<file path="config.mk">
export PLATFORM = sky130hd
export DESIGN_NAME = sync_fifo_param
export DESIGN_NICKNAME = d
export VERILOG_FILES = /design/src/rtl/sync_fifo_param.sv
export SDC_FILE = /design/constraint.sdc
export NUM_CORES = 1
export LEC_CHECK = 0
export BUFFER_PORTS_ARGS = -buffer_cell sky130_fd_sc_hd__buf_4
export CAP_MARGIN = 10
export CELL_PAD_IN_SITES_DETAIL_PLACEMENT = 0
export CELL_PAD_IN_SITES_GLOBAL_PLACEMENT = 2
export CORE_UTILIZATION = 44
export DETAILED_ROUTE_END_ITERATION = 7
export PLACE_DENSITY = 0.84
export REMOVE_ABC_BUFFERS = 1
export SKIP_LAST_GASP = 1
export SYNTH_ARGS = -nofsm -noshare
export SYNTH_HDL_FRONTEND = slang
export SYNTH_SLANG_ARGS = --single-unit
</file>
<file path="constraint.sdc">
create_clock -name i_clk -period 2.9 [get_ports i_clk]
set_clock_uncertainty 0.05 [all_clocks]
set_input_delay 0 -clock i_clk [delete_from_list [all_inputs] [get_ports i_clk]]
set_output_delay 0 -clock i_clk [all_outputs]
set_load 0.05 [all_outputs]
</file>
<file path="src/rtl/sync_fifo_param.sv">
// sync_fifo_param: single-clock parametrised FIFO with level tracking,
// programmable almost-full/almost-empty flags, registered read data with a
// valid strobe, and sticky overflow/underflow error flags.
//
// Ports:
//   i_clk, i_rst_n           clock (rising edge), async active-low reset
//   i_wr_en, i_wr_data       write request and data
//   i_rd_en                  read request
//   i_clr_err                clears sticky error flags (a new error wins)
//   o_rd_data, o_rd_valid    registered read data, one-cycle valid strobe
//   o_full, o_empty          level == DEPTH / level == 0
//   o_almost_full/_empty     level >= AF_THRESH / level <= AE_THRESH
//   o_level                  occupancy 0..DEPTH
//   o_overflow, o_underflow  sticky error flags
module sync_fifo_param #(
  parameter int WIDTH     = 8,
  parameter int DEPTH     = 16,
  parameter int ADDR      = 4,
  parameter int AF_THRESH = 12,
  parameter int AE_THRESH = 2
) (
  input  logic             i_clk,
  input  logic             i_rst_n,
  input  logic             i_wr_en,
  input  logic [WIDTH-1:0] i_wr_data,
  input  logic             i_rd_en,
  input  logic             i_clr_err,
  output logic [WIDTH-1:0] o_rd_data,
  output logic             o_rd_valid,
  output logic             o_full,
  output logic             o_empty,
  output logic             o_almost_full,
  output logic             o_almost_empty,
  output logic [ADDR:0]    o_level,
  output logic             o_overflow,
  output logic             o_underflow
);

  // Thresholds narrowed to the level width so the flag compares are exact.
  localparam logic [31:0] AF_THRESH_U = AF_THRESH;
  localparam logic [31:0] AE_THRESH_U = AE_THRESH;
  localparam logic [ADDR:0] AF_LVL = AF_THRESH_U[ADDR:0];
  localparam logic [ADDR:0] AE_LVL = AE_THRESH_U[ADDR:0];

  logic [WIDTH-1:0] mem [DEPTH];
  logic [ADDR:0]    wptr;
  logic [ADDR:0]    rptr;
  logic             wr_acc;
  logic             rd_acc;

  // Flags depend on registered pointers only; the extra MSB distinguishes
  // full from empty when the address bits coincide.
  always_comb begin
    o_empty        = (wptr == rptr);
    o_full         = (wptr[ADDR] != rptr[ADDR]) &&
                     (wptr[ADDR-1:0] == rptr[ADDR-1:0]);
    o_level        = wptr - rptr;
    o_almost_full  = (o_level >= AF_LVL);
    o_almost_empty = (o_level <= AE_LVL);
    wr_acc         = i_wr_en && !o_full;
    rd_acc         = i_rd_en && !o_empty;
  end

  always_ff @(posedge i_clk or negedge i_rst_n) begin
    if (!i_rst_n) begin
      mem  <= '{default: '0};
      wptr <= '0;
    end else if (wr_acc) begin
      mem[wptr[ADDR-1:0]] <= i_wr_data;
      wptr                <= wptr + 1'b1;
    end
  end

  always_ff @(posedge i_clk or negedge i_rst_n) begin
    if (!i_rst_n) begin
      rptr       <= '0;
      o_rd_data  <= '0;
      o_rd_valid <= 1'b0;
    end else begin
      o_rd_valid <= rd_acc;
      if (rd_acc) begin
        o_rd_data <= mem[rptr[ADDR-1:0]];
        rptr      <= rptr + 1'b1;
      end
    end
  end

  // Set has priority over clear so an error coinciding with i_clr_err
  // is never lost.
  always_ff @(posedge i_clk or negedge i_rst_n) begin
    if (!i_rst_n) begin
      o_overflow  <= 1'b0;
      o_underflow <= 1'b0;
    end else begin
      if (i_wr_en && o_full)      o_overflow <= 1'b1;
      else if (i_clr_err)         o_overflow <= 1'b0;
      if (i_rd_en && o_empty)     o_underflow <= 1'b1;
      else if (i_clr_err)         o_underflow <= 1'b0;
    end
  end

endmodule

</file>
After elaboration in Yosys (flattened, before gate mapping)
Cells that the tools add are included.
{"block": "totals", "n_memories": 0, "regBits": 149, "rom_bits": 0, "in_bits": 13, "ramBits": 0, "latchBits": 0}
{"block": "op_classes", "bitwise_logic": 2, "add_sub_neg": 3, "n_lt_le_gt_ge": 5, "multipliers": 0, "muxes": 9, "n_shift": 0, "n_reduce_logical": 10, "eq_ne": 3, "n_div": 0}
{"cell": "bitwise mux 128 bit", "count": 1}
{"cell": "binary-select mux 8 bit (select 4 bit)", "count": 1}
{"cell": "demux 8 bit (select 4 bit)", "count": 1}
{"cell": "two-way mux 8 bit", "count": 3}
{"cell": "adder 5 x 1 -> 5 bit, second input constant", "count": 2}
{"cell": "greater-or-equal comparator 5 bit, second input constant", "count": 2}
{"cell": "inverter 4 -> 5 bit", "count": 2}
{"cell": "logical AND 1 bit", "count": 6}
{"cell": "== test 5 bit", "count": 1}
{"cell": "greater-or-equal comparator 5 x 4 -> 1 bit, second input constant", "count": 1}
{"cell": "<= comparator 5 x 2 -> 1 bit, second input constant", "count": 1}
{"cell": "< comparator 5 x 1 -> 1 bit, second input constant", "count": 1}
{"cell": "subtractor 5 bit", "count": 1}
{"cell": "== test 4 bit", "count": 1}
{"cell": "nonzero test 2 bit", "count": 2}
{"cell": "two-way mux 1 bit", "count": 3}
{"cell": "zero test 1 bit", "count": 2}
{"cell": "!= test 1 bit", "count": 1}

Longest topological paths before layout
{"block": "depth", "depth_word": 6, "ltp_mapped": 9, "depth_no_buf": 8}

Least setup slack after synthesis
No wires, ideal clock.
{"block": "synth_path", "path_kind": "flip-flop to output port", "startpoint": "register rptr[1]", "endpoint": "output o_almost_full", "path_stages_with_launch": 9, "arrival_time_ns": 2.781, "setup_slack_ns": 0.069, "t_required_ns": 2.850, "path_cell_list": "dfrtp_1 clkbuf_1 buf_2 inv_1 ha_1 nor2b_1 o21ai_0 a21boi_0 o31ai_1"}
{"block": "synth_between", "elab_chain_cells": 2}
{"element": "start, declared", "line": "47", "source": "logic [ADDR:0] rptr;"}
{"element": "start signal, assigned", "line": "83", "source": "rptr <= rptr + 1'b1;"}
{"element": "subtractor 5 bit", "line": "57", "source": "o_level = wptr - rptr;"}
{"element": "greater-or-equal comparator 5 x 4 -> 1 bit", "line": "58", "source": "o_almost_full = (o_level >= AF_LVL);"}
{"element": "end, declared", "line": "32", "source": "output logic o_almost_full,"}
Every way passes these cells.

Worst setup path in the final report
{"block": "layout_path", "startpoint": "register wptr[0]", "endpoint": "output o_almost_empty"}
{"block": "layout_between", "elab_chain_cells": 2}
{"element": "start, declared", "line": "46", "source": "logic [ADDR:0] wptr;"}
{"element": "start signal, assigned", "line": "70", "source": "wptr <= wptr + 1'b1;"}
{"element": "subtractor 5 bit", "line": "57"}
{"element": "<= comparator 5 x 2 -> 1 bit", "line": "59", "source": "o_almost_empty = (o_level <= AE_LVL);"}
{"element": "end, declared", "line": "33", "source": "output logic o_almost_empty,"}
Every way passes these cells.

==> flow_summary.yaml <==
detailed_routing:
  post_drt_via_cell_ratio: 5.54
  antenna_left: 0
  drt-total-wl_um: 15500
  drt_pass1_iterations: 4
  drc_errors: 0
  dr_total_vias: 4196
  drt-wirelength-per-cell_um: 20.5
  drt-initial-drc-count: 195
outcome:
  outcome: "complete, no violations"
critical_path:
  cp_common_cell: "inv_1"
  critical_path.endpoint_type: "primary output"
  timing.setup.critical_path_class: "flip-flop to primary output"
  worstPathCellList: "inv_1 -> ha_1 -> inv_1 -> fa_1 -> a21o_2 -> a21oi_1 -> xnor2_1 -> o2111a_1 -> buf_4"
  rrSetupSlack_ns: 0.46
  critPathMaxStageDelay_ns: 0.44
  reg2reg_from: "wptr[2]$_DFFE_PN0P_"
  critical_path_arrival_ns: 2.59
  timing.critical_path.slowest_stage_cell: "dfrtp_1"
  cp_max_fanout: 5
  worstPathBufferInverterCount: 3
  r2r-end: "mem[31]$_DFFE_PN0P_"
  required_ns: 2.85
  worst_r2r_path_depth: 5
  timing.critical_path.max_delay_family: "adder cells"
  setup.worst_path.start_class: "flip-flop"
logic_synthesis:
  synthFlopType: "dfrtp_1"
  synth_sequential_area_ratio: 0.536
  synth-adder-area-share: 0.0191
  yosys.area_share.simple: 0.0475
  synth-compound-area-share: 0.0506
  avgSynthCellArea_sq_um: 14.2
  postSynth.asyncResetShare: 1.00
  synth-edff-count: 0
  postSynthCellCount: 491
  dominant_combinational_cell_family_by_area_after_synthesis: "multiplexers"
  mux_share_of_post_synthesis_cell_area: 0.307
  synthesis.area_sq_um: 6950
  netlist-cell-type-count: 38
  synthXorXnorAreaFrac: 0.0166
  synth-seq-cells: 149
  yosys_warnings: 0
clock_tree:
  clock_tree.buffer_depth: 2
  cts_num_sinks: 149
  cts_htree_levels: 4
  cts_tree: "yes"
  clkSlewWorstSetupHoldPaths_ns: 0.06
  cts_root_cell: "clkbuf_16"
  clock_latency_on_the_worst_skew_pair_ns: 0.43
  tritoncts.num_buffers: 17
  postCtsSetupRepairBufs: 0
floorplanning:
  core.rowCount: 45
  initial_utilization: 0.454
  die-height_um: 128
  fp.coreArea_sq_um: 15300
  design.portCount: 33
  fp.dieArea_sq_um: 16300
  die_x_um: 128
global_routing:
  grtUsageTotal: 0.212
  number_of_global_route_vias_before_repair: 4571
  globalRoute.totalOverflow: 0
  grt_first_pass_wirelength_um: 25800
  antenna_found_initial: 0
  pin_count_of_the_biggest_net_entering_global_routing: 88
timing:
  maxSlewHeadroom: 0.397
  final.min_clock_period_ns: 2.64
  setup-tns-final_ns: 0
  tightestPinTransition_ns: 0.904
  setup_ws_ns: 0.262
  final-setup-viol-count: 0
  min_period_over_period: 0.910
  setup_repair_after_global_routing_missed_its_margin: "false"
  max_clock_freq_mhz: 379
  hold-worst-slack_ns: 0.138
  slew_violations: 0
  report.final.hold_viol_count: 0
finish:
  final_core_util: 0.527
  multiInputGateArea_sq_um: 3060
  filler_cell_count: 1320
  layout.nets: 557
  area_grow_syn2layout_pct: 16.1
  register_area_sq_um: 3730
  instances_no_fill: 758
  insertedDiodeCount: 0
  drive_above_1_share: 0.433
  stdcell_area_sq_um: 8070
run:
  max_cap_viol_count: 0
power:
  vdd_drop_max_mv: 1.55
  power_mw: 10.5
  static-leakage-power_nw: 3.56
  power_density_nw_per_um2: 1300
place:
  postPlaceCellArea_sq_um: 7380
  hpwl_um: 9920
  detailedPlace.worstSlack_ns: 0.492
  global_placer_s_final_weighted_congestion: 0.789
  dp.cells: 713
  portBuffers: 32
worst_hold_path:
  hold_path_class: "input pin to async pin"
-- logic make-up after synthesis --
kind of cell	after synthesis
muxes	177
DFF	149
and+or+nand+nor	60
AOI/OAI and AO/OA	46
buffers and inverters	38
xor gates and xnor gates	11
adders and majority gates	10
-- how the worst max path moves through the flow --
stage | slack [ns] | startpoint | cells after the start | to
after detailed placement | 0.49 | wptr[2]$_DFFE_PN0P_ | 5 | mem[24]$_DFFE_PN0P_
after global routing | 0.08 | wptr[0]$_DFFE_PN0P_ | 9 | o_almost_empty
after global placement | 0.52 | wptr[2]$_DFFE_PN0P_ | 5 | mem[26]$_DFFE_PN0P_
after floorplan | -1.03 | rptr[1]$_DFFE_PN0P_ | 6 | o_almost_full
final | 0.26 | wptr[0]$_DFFE_PN0P_ | 9 | o_almost_empty
after CTS | 0.22 | wptr[0]$_DFFE_PN0P_ | 9 | o_almost_empty
-- cell type report --
class | instances | share of cell area
multi-input cells | 304 | 0.380
repair buffers | 50 | 0.0510
clock inverters | 9 | 0.00961
inverters | 12 | 0.00558
flip-flops and latches | 149 | 0.462
clock buffers | 23 | 0.0592
well taps | 211 | 0.0327
-- cell usage after synthesis, drive strengths merged (3+ instances only) --
| master | number | share of area |
|---|---|---|
| nand4 | 3 | 0.0027 |
| clkbuf | 14 | 0.0076 |
| inv | 12 | 0.0065 |
| a31oi | 8 | 0.0072 |
| xor2 | 3 | 0.0065 |
| a21oi | 5 | 0.010 |
| mux4 | 16 | 0.052 |
| nand3 | 6 | 0.0083 |
| nor2b | 3 | 0.0027 |
| xnor2 | 8 | 0.010 |
| ha | 9 | 0.016 |
| mux2i | 32 | 0.046 |
| buf | 12 | 0.0090 |
| nor2 | 21 | 0.011 |
| mux2 | 129 | 0.21 |
| a22oi | 8 | 0.0086 |
| o22ai | 16 | 0.014 |
| dfrtp | 149 | 0.54 |
| nand2 | 21 | 0.016 |
-- metal layers --
layer	routed length (um)	GRT usage	part of all wire
met5	0	0	0
met4	319	0.0837	0.021
met3	504	0.0434	0.033
met2	7410	0.339	0.48
met1	7280	0.286	0.47
-- power breakdown --
part	switching (mW)	leakage, nW	internal [mW]
combinational	2.60	1.46	2.13
sequential	0.619	1.83	3.09
clock	0.852	0.269	1.24
-- sequential cells by signal (all words and copies together), names as in the netlist --
register     flops
o_overflow       1
rptr             5
o_rd_data        8
mem            128
o_rd_valid       1
wptr             5
o_underflow      1
-- repair_timing --
item                                   4_1_cts  5_1_grt
endpoints found under the hold margin      217        0
resized for setup                            0        0
setup endpoints to repair                    0        0
hold buffers                                13        0
-- cells in the final DEF (no fill, tap or decap), types with 2 or more instances in the layout --
master / n
dfrtp_1: 148
mux2_2: 129
buf_4: 36
mux2i_1: 32
nor2_1: 21
clkbuf_16: 17
mux4_2: 16
o22ai_1: 16
dlygate4sd3_1: 13
inv_1: 12
nand2_2: 12
nand2_1: 9
ha_1: 9
xnor2_1: 8
a22oi_1: 8
a31oi_1: 8
clkinv_2: 5
a21oi_4: 4
nor2b_1: 3
nand4_1: 3
nand3_2: 3
clkbuf_8: 3
clkinvlp_4: 3
clkbuf_1: 3
o21ai_0: 2
nand3_1: 2
xor2_1: 2
nand3b_1: 2
a22o_1: 2
Note: power is estimated with default switching activity, not from simulation.
